File: config.mk
export PLATFORM = sky130hd
export DESIGN_NAME = prewish_debounce_poller
export DESIGN_NICKNAME = d
export VERILOG_FILES = /design/src/rtl/prewish_pkg.sv /design/src/rtl/prewish_tick_div.sv /design/src/rtl/prewish_debounce_poller.sv
export SDC_FILE = /design/constraint.sdc
export NUM_CORES = 1
export LEC_CHECK = 0
export CAP_MARGIN = 20
export CORE_MARGIN = 4
export CORE_UTILIZATION = 50
export CTS_BUF_LIST = sky130_fd_sc_hd__clkbuf_2
export DETAILED_ROUTE_END_ITERATION = 16
export GPL_TIMING_DRIVEN = 1
export PLACE_DENSITY_LB_ADDON = 0.15
export SETUP_SLACK_MARGIN = 0.15
export SYNTH_ARGS = -nofsm -noshare
export SYNTH_HDL_FRONTEND = slang
export SYNTH_SLANG_ARGS = --single-unit
File: constraint.sdc
create_clock -name CLK_I -period 2.5 [get_ports CLK_I]
set_input_delay 0.5 -clock CLK_I [delete_from_list [all_inputs] [get_ports CLK_I]]
set_output_delay 0.5 -clock CLK_I [all_outputs]
set_load 0.1 [all_outputs]
File: src/rtl/prewish_pkg.sv
// prewish_pkg: shared FSM encoding and button width for the debounce poller.
package prewish_pkg;
  localparam int PREWISH_DW = 8;
  typedef enum logic [1:0] {IDLE = 2'b00, STROBE = 2'b01, WAIT = 2'b11} state_e;
endpackage

File: src/rtl/prewish_tick_div.sv
// prewish_tick_div: 50% duty slow clock of period 2*DIV with a one-cycle pulse on each rising toggle.
module prewish_tick_div #(
  parameter int unsigned DIV = 6000
) (
  input  logic clk_i,
  input  logic rst_ni,
  output logic clk_o,
  output logic rise_o
);
  logic [15:0] cnt_q, cnt_d;
  logic clk_q, clk_d, wrap;
  always_comb begin
    wrap = cnt_q == 16'(DIV - 1);
    cnt_d = wrap ? '0 : cnt_q + 16'd1;
    clk_d = clk_q ^ wrap;
  end
  assign rise_o = wrap & ~clk_q;
  assign clk_o = clk_q;
  always_ff @(posedge clk_i or negedge rst_ni) begin
    if (!rst_ni) begin
      cnt_q <= '0;
      clk_q <= 1'b0;
    end else begin
      cnt_q <= cnt_d;
      clk_q <= clk_d;
    end
  end
endmodule

File: src/rtl/prewish_debounce_poller.sv
// prewish_debounce_poller: polls the debounce block via strobe handshake and publishes buttons with rise/fall pulses.
// Optional reply timeout enabled by defining PREWISH_POLLER_TIMEOUT_EN.
module prewish_debounce_poller
  import prewish_pkg::*;
#(
  parameter int unsigned TICK_DIV   = 6000,
  parameter int unsigned POLL_TICKS = 8,
  parameter int unsigned TIMEOUT    = 15,
  parameter int unsigned DW         = PREWISH_DW
) (
  input  logic          CLK_I,
  input  logic          RST_I,
  output logic          o_dbclock,
  output logic          STB_O,
  input  logic          DB_STB_I,
  input  logic [DW-1:0] DB_DAT_I,
  input  logic          i_enable,
  input  logic          i_poll_now,
  output logic [DW-1:0] o_buttons,
  output logic [DW-1:0] o_rose,
  output logic [DW-1:0] o_fell,
  output logic          o_changed,
  output logic          o_timeout,
  output logic          o_busy
);
  state_e state_q, state_d;
  logic [7:0] poll_q, poll_d;
  logic pend_q, pend_d, chg_q, chg_d;
  logic [DW-1:0] btn_q, btn_d, rose_q, rose_d, fell_q, fell_d;
  logic tick_rise, auto_trig, trig, capture, tmo_done;
  prewish_tick_div #(.DIV(TICK_DIV)) u_tick (
    .clk_i (CLK_I),
    .rst_ni(RST_I),
    .clk_o (o_dbclock),
    .rise_o(tick_rise)
  );
  always_comb begin
    auto_trig = tick_rise & i_enable & (poll_q == 8'(POLL_TICKS - 1));
    poll_d = (tick_rise & i_enable) ? (auto_trig ? '0 : poll_q + 8'd1) : poll_q;
    trig = auto_trig | i_poll_now;
    capture = (state_q == WAIT) & DB_STB_I;
    pend_d = (state_q != IDLE) & (pend_q | trig);
    state_d = state_q;
    case (state_q)
      IDLE:    if (trig | pend_q) state_d = STROBE;
      STROBE:  state_d = WAIT;
      WAIT:    if (capture | tmo_done) state_d = IDLE;
      default: state_d = IDLE;
    endcase
    btn_d = capture ? DB_DAT_I : btn_q;
    rose_d = capture ? DB_DAT_I & ~btn_q : '0;
    fell_d = capture ? ~DB_DAT_I & btn_q : '0;
    chg_d = capture & (DB_DAT_I != btn_q);
  end
  always_ff @(posedge CLK_I or negedge RST_I) begin
    if (!RST_I) begin
      state_q <= IDLE;
      poll_q <= '0;
      pend_q <= 1'b0;
      btn_q <= '0;
      rose_q <= '0;
      fell_q <= '0;
      chg_q <= 1'b0;
    end else begin
      state_q <= state_d;
      poll_q <= poll_d;
      pend_q <= pend_d;
      btn_q <= btn_d;
      rose_q <= rose_d;
      fell_q <= fell_d;
      chg_q <= chg_d;
    end
  end
`ifdef PREWISH_POLLER_TIMEOUT_EN
  logic [7:0] tmo_q, tmo_d;
  logic tout_q;
  // Counter is loaded while strobing so WAIT lasts exactly TIMEOUT cycles.
  assign tmo_done = (state_q == WAIT) & ~DB_STB_I & (tmo_q == 8'd1);
  assign tmo_d = (state_q == STROBE) ? 8'(TIMEOUT) : (state_q == WAIT) ? tmo_q - 8'd1 : tmo_q;
  always_ff @(posedge CLK_I or negedge RST_I) begin
    if (!RST_I) begin
      tmo_q <= '0;
      tout_q <= 1'b0;
    end else begin
      tmo_q <= tmo_d;
      tout_q <= tmo_done;
    end
  end
  assign o_timeout = tout_q;
`else
  assign tmo_done = 1'b0;
  assign o_timeout = 1'b0 & |TIMEOUT;
`endif
  assign STB_O = state_q == STROBE;
  assign o_busy = state_q != IDLE;
  assign o_buttons = btn_q;
  assign o_rose = rose_q;
  assign o_fell = fell_q;
  assign o_changed = chg_q;
endmodule

==> metrics.md <==
| Metric | Value |
|---|---|
| Status | completed |
| Hold Crit Class | in2async |
| Clock power share | 14.8% |
| Final ANT Viol Nets | 0 |
| Actual slew at the worst max-slew pin | 0.6345 ns |
| Area share of the largest cell type after synthesis | 55.79% |
| CTS Buf Count | 5 |
| Detailed-route DRC error count | 0 |
| Syn Std Cell Area | 0.002377 mm^2 |
| Drt via density | 4.943 |
| Synth cell count leaders | dfrtp_1 (53), inv_1 (24), ha_1 (19) |
| Critical R2R Capture | poll_q[7] |
| Mean Syn Cell Area | 10.86 um^2 |
| Starting Density | 53.13% |
| CTS tree | yes |
| Clock Skew | 0.01388 ns |
| WP data required | 2.87 ns |
| CP endpoint kind | flip-flop |
| Count leader, synth | dfrtp_1 |
| Met2 track demand over resource | 25.96% |
| Max_cap viols | 0 |
| Ys flop type | dfrtp_1 |
| Io pins | 42 |
| Max Fclk | 0.4474 GHz |
| Synth-to-layout area growth | 20.68% |
| Crit path max fanout | 4 |
| Clk sinks | 53 |
| Die area | 0.005922 mm^2 |
| DP HPWL | 2.830 mm |
| Initial drt markers | 37 |
| Post-CTS setup buffers | 0 |
| Syn Inst Count | 219 |
| Final net count | 295 |
| IO Port Bufs | 40 |
| Arrival @ worst endpoint | 2.60 ns |
| Slew margin rel. | 57.70% |
| Via count | 1562 |
| Die width | 76.96 um |
| Worst setup margin | 0.2648 ns |
| Async SR Flop Fraction | 100.0% |
| CP Launch Type | flip-flop |
| Syn nets | 251 |
| Depth of the worst register-to-register path | 9 |
| Fraction of layout cells with a size suffix above 1 | 17.80% |
| Core footprint | 0.004474 mm^2 |
| Largest cells by area after synthesis | dfrtp_1 (56%), ha_1 (10%), xnor2_1 (5.2%) |
| WS Path Type | reg2reg |
| #FFs+latches synth | 53 |
| Area leader, netlist | dfrtp_1 |
| Total Routing Usage GR | 14.66% |
| Most Used Layer, Global Route | met2 |
| First-pass GRT wire length | 6.927 mm |
| M1 GR Usage | 16.93% |
| # setup viols final | 0 |
| Net Sw Frac | 49.96% |
| YS warnings | 0 |
| GRT overflow | 0 |
| Pwr/cell area | 990.7 mW/mm^2 |
| Vias in the first global route | 1566 |
| Die Y | 76.96 um |
| CTS clock-pin slew for the worst setup and hold paths | 0.24 ns |
| CTS max path bufs | 2 |
| VDD IR max | 0.0006592 V |
| Synth cell types | 28 |
| P_sw | 0.001420 W |
| Sequential Power Share | 37.4% |
| Fillers | 377 |
| M3 GR Usage | 4.215% |
| Root Buffer | clkbuf_2 |
| Insertion delay to the later sink of the worst-skew pair | 0.41 ns |
| Setup TNS | 0 ns |
| Max Slew Vio Count | 0 |
| Sequential-to-total area share from yosys stat | 55.79% |
| Diode count | 0 |
| Int Pwr | 0.001422 W |
| First-pass DRT Iterations | 4 |
| Initial antenna violation count | 0 |
| Min Tclk post-route | 2.235 ns |
| Pre-CTS WS | 0.2584 ns |
| WL/cell | 12.38 um |
| Logic pwr share | 47.7% |
| Reg2reg start | u_tick.cnt_q[0] |
| H-Tree Level Count | 2 |
| Final hold violation count | 0 |
| Flop2flop setup slack | 0.26 ns |
| Unrepaired setup endpoints after global routing | true |
| Num rows | 24 |
| Fin crit share | 89.41% |
| Total wire length | 3.913 mm |
| Largest net degree at the start of global routing | 54 |
| Post-synth EDFFs | 0 |
| Placer Congestion | 0.8074 |
| Pleak | 1.463 nW |
-- metal layers --
metal / wire length [um] / vias to the layer above
li1: - / 786
met1: 1696 / 748
met2: 1979 / 22
met3: 183 / 6
met4: 54 / 0
met5: 0 / -
-- sequential cells by signal, indices dropped and copies added, names as in the netlist --
| name | count |
|---|---|
| u_tick.clk_o | 1 |
| o_rose | 8 |
| o_changed | 1 |
| state_q | 2 |
| o_fell | 8 |
| pend_q | 1 |
| o_buttons | 8 |
| u_tick.cnt_q | 16 |
| poll_q | 8 |
-- power groups by stage --
stage | clock network (W) | logic [W] | registers (W)
2_1_floorplan | 0 | 0.000331 | 0.00180
3_3_place_gp | 0 | 0.00136 | 0.00108
3_5_place_dp | 0 | 0.00137 | 0.00108
4_1_cts | 0.000440 | 0.00137 | 0.00107
5_1_grt | 0.000478 | 0.00143 | 0.00109
6_report | 0.000422 | 0.00136 | 0.00106
-- cells in the final DEF, fill, tap and decap left out, drive strengths merged --
master	n
nand4	8
clkbuf	6
or2	2
o21a	1
nor2	18
bufinv	1
and2	16
ha	19
clkdlybuf4s50	11
nor3	7
nand2	15
conb	1
a21o	1
a21boi	1
xnor2	14
o21bai	1
dfrtp	53
buf	32
nand3	7
clkinv	1
inv	24
xor2	6
o21ai	9
or4	1
nor2b	2
nor4	3
and3	4
-- stage by stage --
stage	util (%)	hold slack, ns	std cells	cell area [um^2]	power (W)
floorplan	-	0.2044	219	2377	0.002136
global placement	61.75	0.4672	308	2763	0.002439
detailed placement	61.75	0.4756	308	2763	0.002453
CTS	63.17	0.1407	316	2826	0.002880
global route	64.12	0.1470	316	2869	0.002997
finish	64.12	0.1294	316	2869	0.002842
-- critical path: stages, from the launching register on --
cell	delay [ns]
dfrtp_1	0.48
ha_4	0.17
and3_4	0.18
nand4_1	0.13
nor4_4	0.27
ha_2	0.25
nand2_1	0.10
or2_4	0.29
nor3_4	0.17
xor2_1	0.15
-- cell families (layout without fill, tap and decap cells) --
group	after synthesis	count (layout)	share of synthesized area [%]
XOR/XNOR	20	20	7.369
flip-flops	53	53	55.79
AO/OA/AOI/OAI	13	13	3.158
adder cells (fa/ha/maj)	19	19	10.00
other	1	1	0.1577
buffers and inverters	30	75	4.947
AND/OR/NAND/NOR	83	83	18.58
-- repair_timing --
item,CTS,global route
endpoints found under the setup margin,0,4
hold buffers,0,0
resized for setup,0,8
-- worst max path at each step --
stage / end / start / cells past startpoint
final: poll_q[7] / u_tick.cnt_q[0] / 9
after global routing: poll_q[7] / u_tick.cnt_q[0] / 9
after CTS: poll_q[7] / u_tick.cnt_q[0] / 9
after detailed placement: poll_q[7] / u_tick.cnt_q[0] / 9
after global placement: poll_q[7] / u_tick.cnt_q[0] / 9
after floorplan: STB_O / state_q[1] / 1
-- cell type report --
class,instances,area [um^2],share of cell area [%]
Multi-Input combinational cell,136,975.9,34.02
Clock buffer,6,30.03,1.047
Clock inverter,2,33.78,1.177
Timing Repair Buffer,43,347.8,12.12
Sequential cell,53,1326,46.23
Inverter,24,90.09,3.140
Tap cell,52,65.06,2.268
Note: power is estimated with default switching activity, not from simulation.
==> variant (config.mk and constraints unchanged) <==
Build with the macro `PREWISH_POLLER_TIMEOUT_EN` defined.
--- a/src/rtl/prewish_debounce_poller.sv
+++ b/src/rtl/prewish_debounce_poller.sv
@@ -1,5 +1,7 @@
 // prewish_debounce_poller: polls the debounce block via strobe handshake and publishes buttons with rise/fall pulses.
 // Optional reply timeout enabled by defining PREWISH_POLLER_TIMEOUT_EN.
+`define PREWISH_POLLER_TIMEOUT_EN
+
 module prewish_debounce_poller
   import prewish_pkg::*;
 #(
Check against the original RTL: no difference found for any inputs over 10 cycles, from zero or initial values and one cycle with RST_I low; that may be too few to reach the edited logic, so the function may still have changed.
==> variant against the original RTL <==
  * Synthesized cell count grew 21%
  * First-iteration DRC count grew 95%
  * Sequential cell count grew 9
  * Routed wire length grew 28%
  * Final cell count grew 24%
  * Critical path type unchanged
  * Via count grew 22%
  * Total power grew 14%
  * Global-route usage grew 1.3 points
  * Area after synthesis grew 20%
  * Largest cell class unchanged
  * Worst setup slack gained 0.10 ns
  * Sequential power grew 21%
  * Final area grew 18%
  * Highest routed layer unchanged
  * Critical endpoint is now poll_q[0]$_DFFE_PN0P_
  * Combinational power grew 12%
  * Critical path depth is the same
==> variant: results (changes against the original RTL) <==
status finished, final reports clean; CP peak stage delay 0.42 ns (-0.06 ns); buffers added on ports 41 (+2.5%); Post-Syn Nets 300 (+20%); worst ir drop on vdd 0.8601 mV (+30%); GPL Wtd Cong 0.8072 (about the same); Vias 1911 (+22%); worst flop-to-flop path endpoint poll_q[0]$_DFFE_PN0P_; met1 Usage GRT 0.2060 (+0.03668); CP max stage cell dfrtp_1; Finished Layout Cells 393 (+24%); R2R Setup Slk 0.36 ns (+0.10 ns); DP HPWL 3614 µm (+28%); first-pass GRT wire length 8797 µm (+27%); Synth Area in Compound Gates 0.04216 (+0.01058); Nets 352 (+19%); share of the yosys chip area belonging to registers 0.5446 (-0.01332); mux share of post-synthesis cell area 0.003953 (+0.003953); Post-DP Area 0.003294 mm² (+19%); Synth Area in XOR/XNOR 0.07071 (-0.002977); Rel. slew slack 0.7117 (+0.1347); CP delay by family, top simple AND/OR/NAND/NOR gates; met2 wire length 2353 µm (+19%); met2 usage 0.2442 (-0.01541); Max H-tree Level 3 (+1); total track usage 0.1593 (+0.01264); CP Max Fanout 4 (unchanged); initial antenna violation count 0 (unchanged); Cells after DPL 378 (+23%); initial DRC count 72 (+95%); routed len/inst 12.74 µm (+2.8%); cts bufs inserted 9 (+4); Synth top cells by count dfrtp_1 (62), nor2_1 (29), inv_1 (25); critical path arrival 2.51 ns (-0.09 ns); Syn Inst Count 266 (+21%); Placement Setup Slack 0.3198 ns (+0.06144 ns); clock skew 0.01872 ns (+0.004842 ns); R2R depth 9 (unchanged); share of post-route cells with drive strength above 1 0.1651 (-0.01292); clock slew at reported path FFs 0.16 ns (-0.08 ns); hold_ws 0.4581 ns (+0.3287 ns); Synth Area in Adders 0.09223 (-0.007773); length of routed wiring on met1 2272 µm (+34%); grt met3 use 0.07108 (+0.02892); Distinct cells, synth 32 (+14%); fraction of registers with async set/reset 1.000 (unchanged); clock latency at the later pin of the worst-skew pair 0.46 ns (+0.05 ns); largest cells by area after synthesis dfrtp_1 (54%), ha_1 (9.2%), xor2_1 (4.3%); Pleak 1.715 nW (+17%); met3 WL 337 µm (+84%); largest net degree at the start of global routing 34 (-37%)
==> variant: cell count changes after synthesis, sizes merged, moves of 4 or more <==
cell,before,now
and4,0,4
dfrtp,53,62
nand2,15,21
nor2,18,29
o21ai,9,14
xnor2,14,9
xor2,6,14
==> variant: worst max-delay path by stage <==
stage / from / slack [ns] / to / cells after the start
floorplan: u_tick.cnt_q[0]$_DFF_PN0_ / 0.39 / poll_q[0]$_DFFE_PN0P_ / 10
global placement: u_tick.cnt_q[0]$_DFF_PN0_ / 0.39 / poll_q[0]$_DFFE_PN0P_ / 9
detailed placement: u_tick.cnt_q[0]$_DFF_PN0_ / 0.32 / poll_q[0]$_DFFE_PN0P_ / 9
CTS: u_tick.cnt_q[0]$_DFF_PN0_ / 0.30 / poll_q[0]$_DFFE_PN0P_ / 9
global route: u_tick.cnt_q[0]$_DFF_PN0_ / 0.15 / poll_q[7]$_DFFE_PN0P_ / 9
finish: u_tick.cnt_q[0]$_DFF_PN0_ / 0.36 / poll_q[0]$_DFFE_PN0P_ / 9
==> variant: power breakdown <==
| part | internal (mW) | total (mW) | leakage, nW | switching, mW |
|---|---|---|---|---|
| registers | 1.15 | 1.28 | 0.809 | 0.127 |
| clock network | 0.114 | 0.438 | 0.0501 | 0.324 |
| logic | 0.355 | 1.53 | 0.856 | 1.18 |
==> variant: cell type report <==
| type | instances | area (µm²) |
|---|---|---|
| clock inverters | 4 | 16.27 |
| inverters | 25 | 93.84 |
| clock buffers | 10 | 50.05 |
| flip-flops and latches | 62 | 1551 |
| fillers | 470 | 2133 |
| well taps | 72 | 90.09 |
| multi-input cells | 173 | 1179 |
| repair buffers | 47 | 392.9 |
==> variant: timing repair <==
action                                 4_1_cts  5_1_grt
gates resized for setup                      0        1
endpoints found under the hold margin       15        0
setup endpoints to repair                    0        2
hold buffers                                 1        0
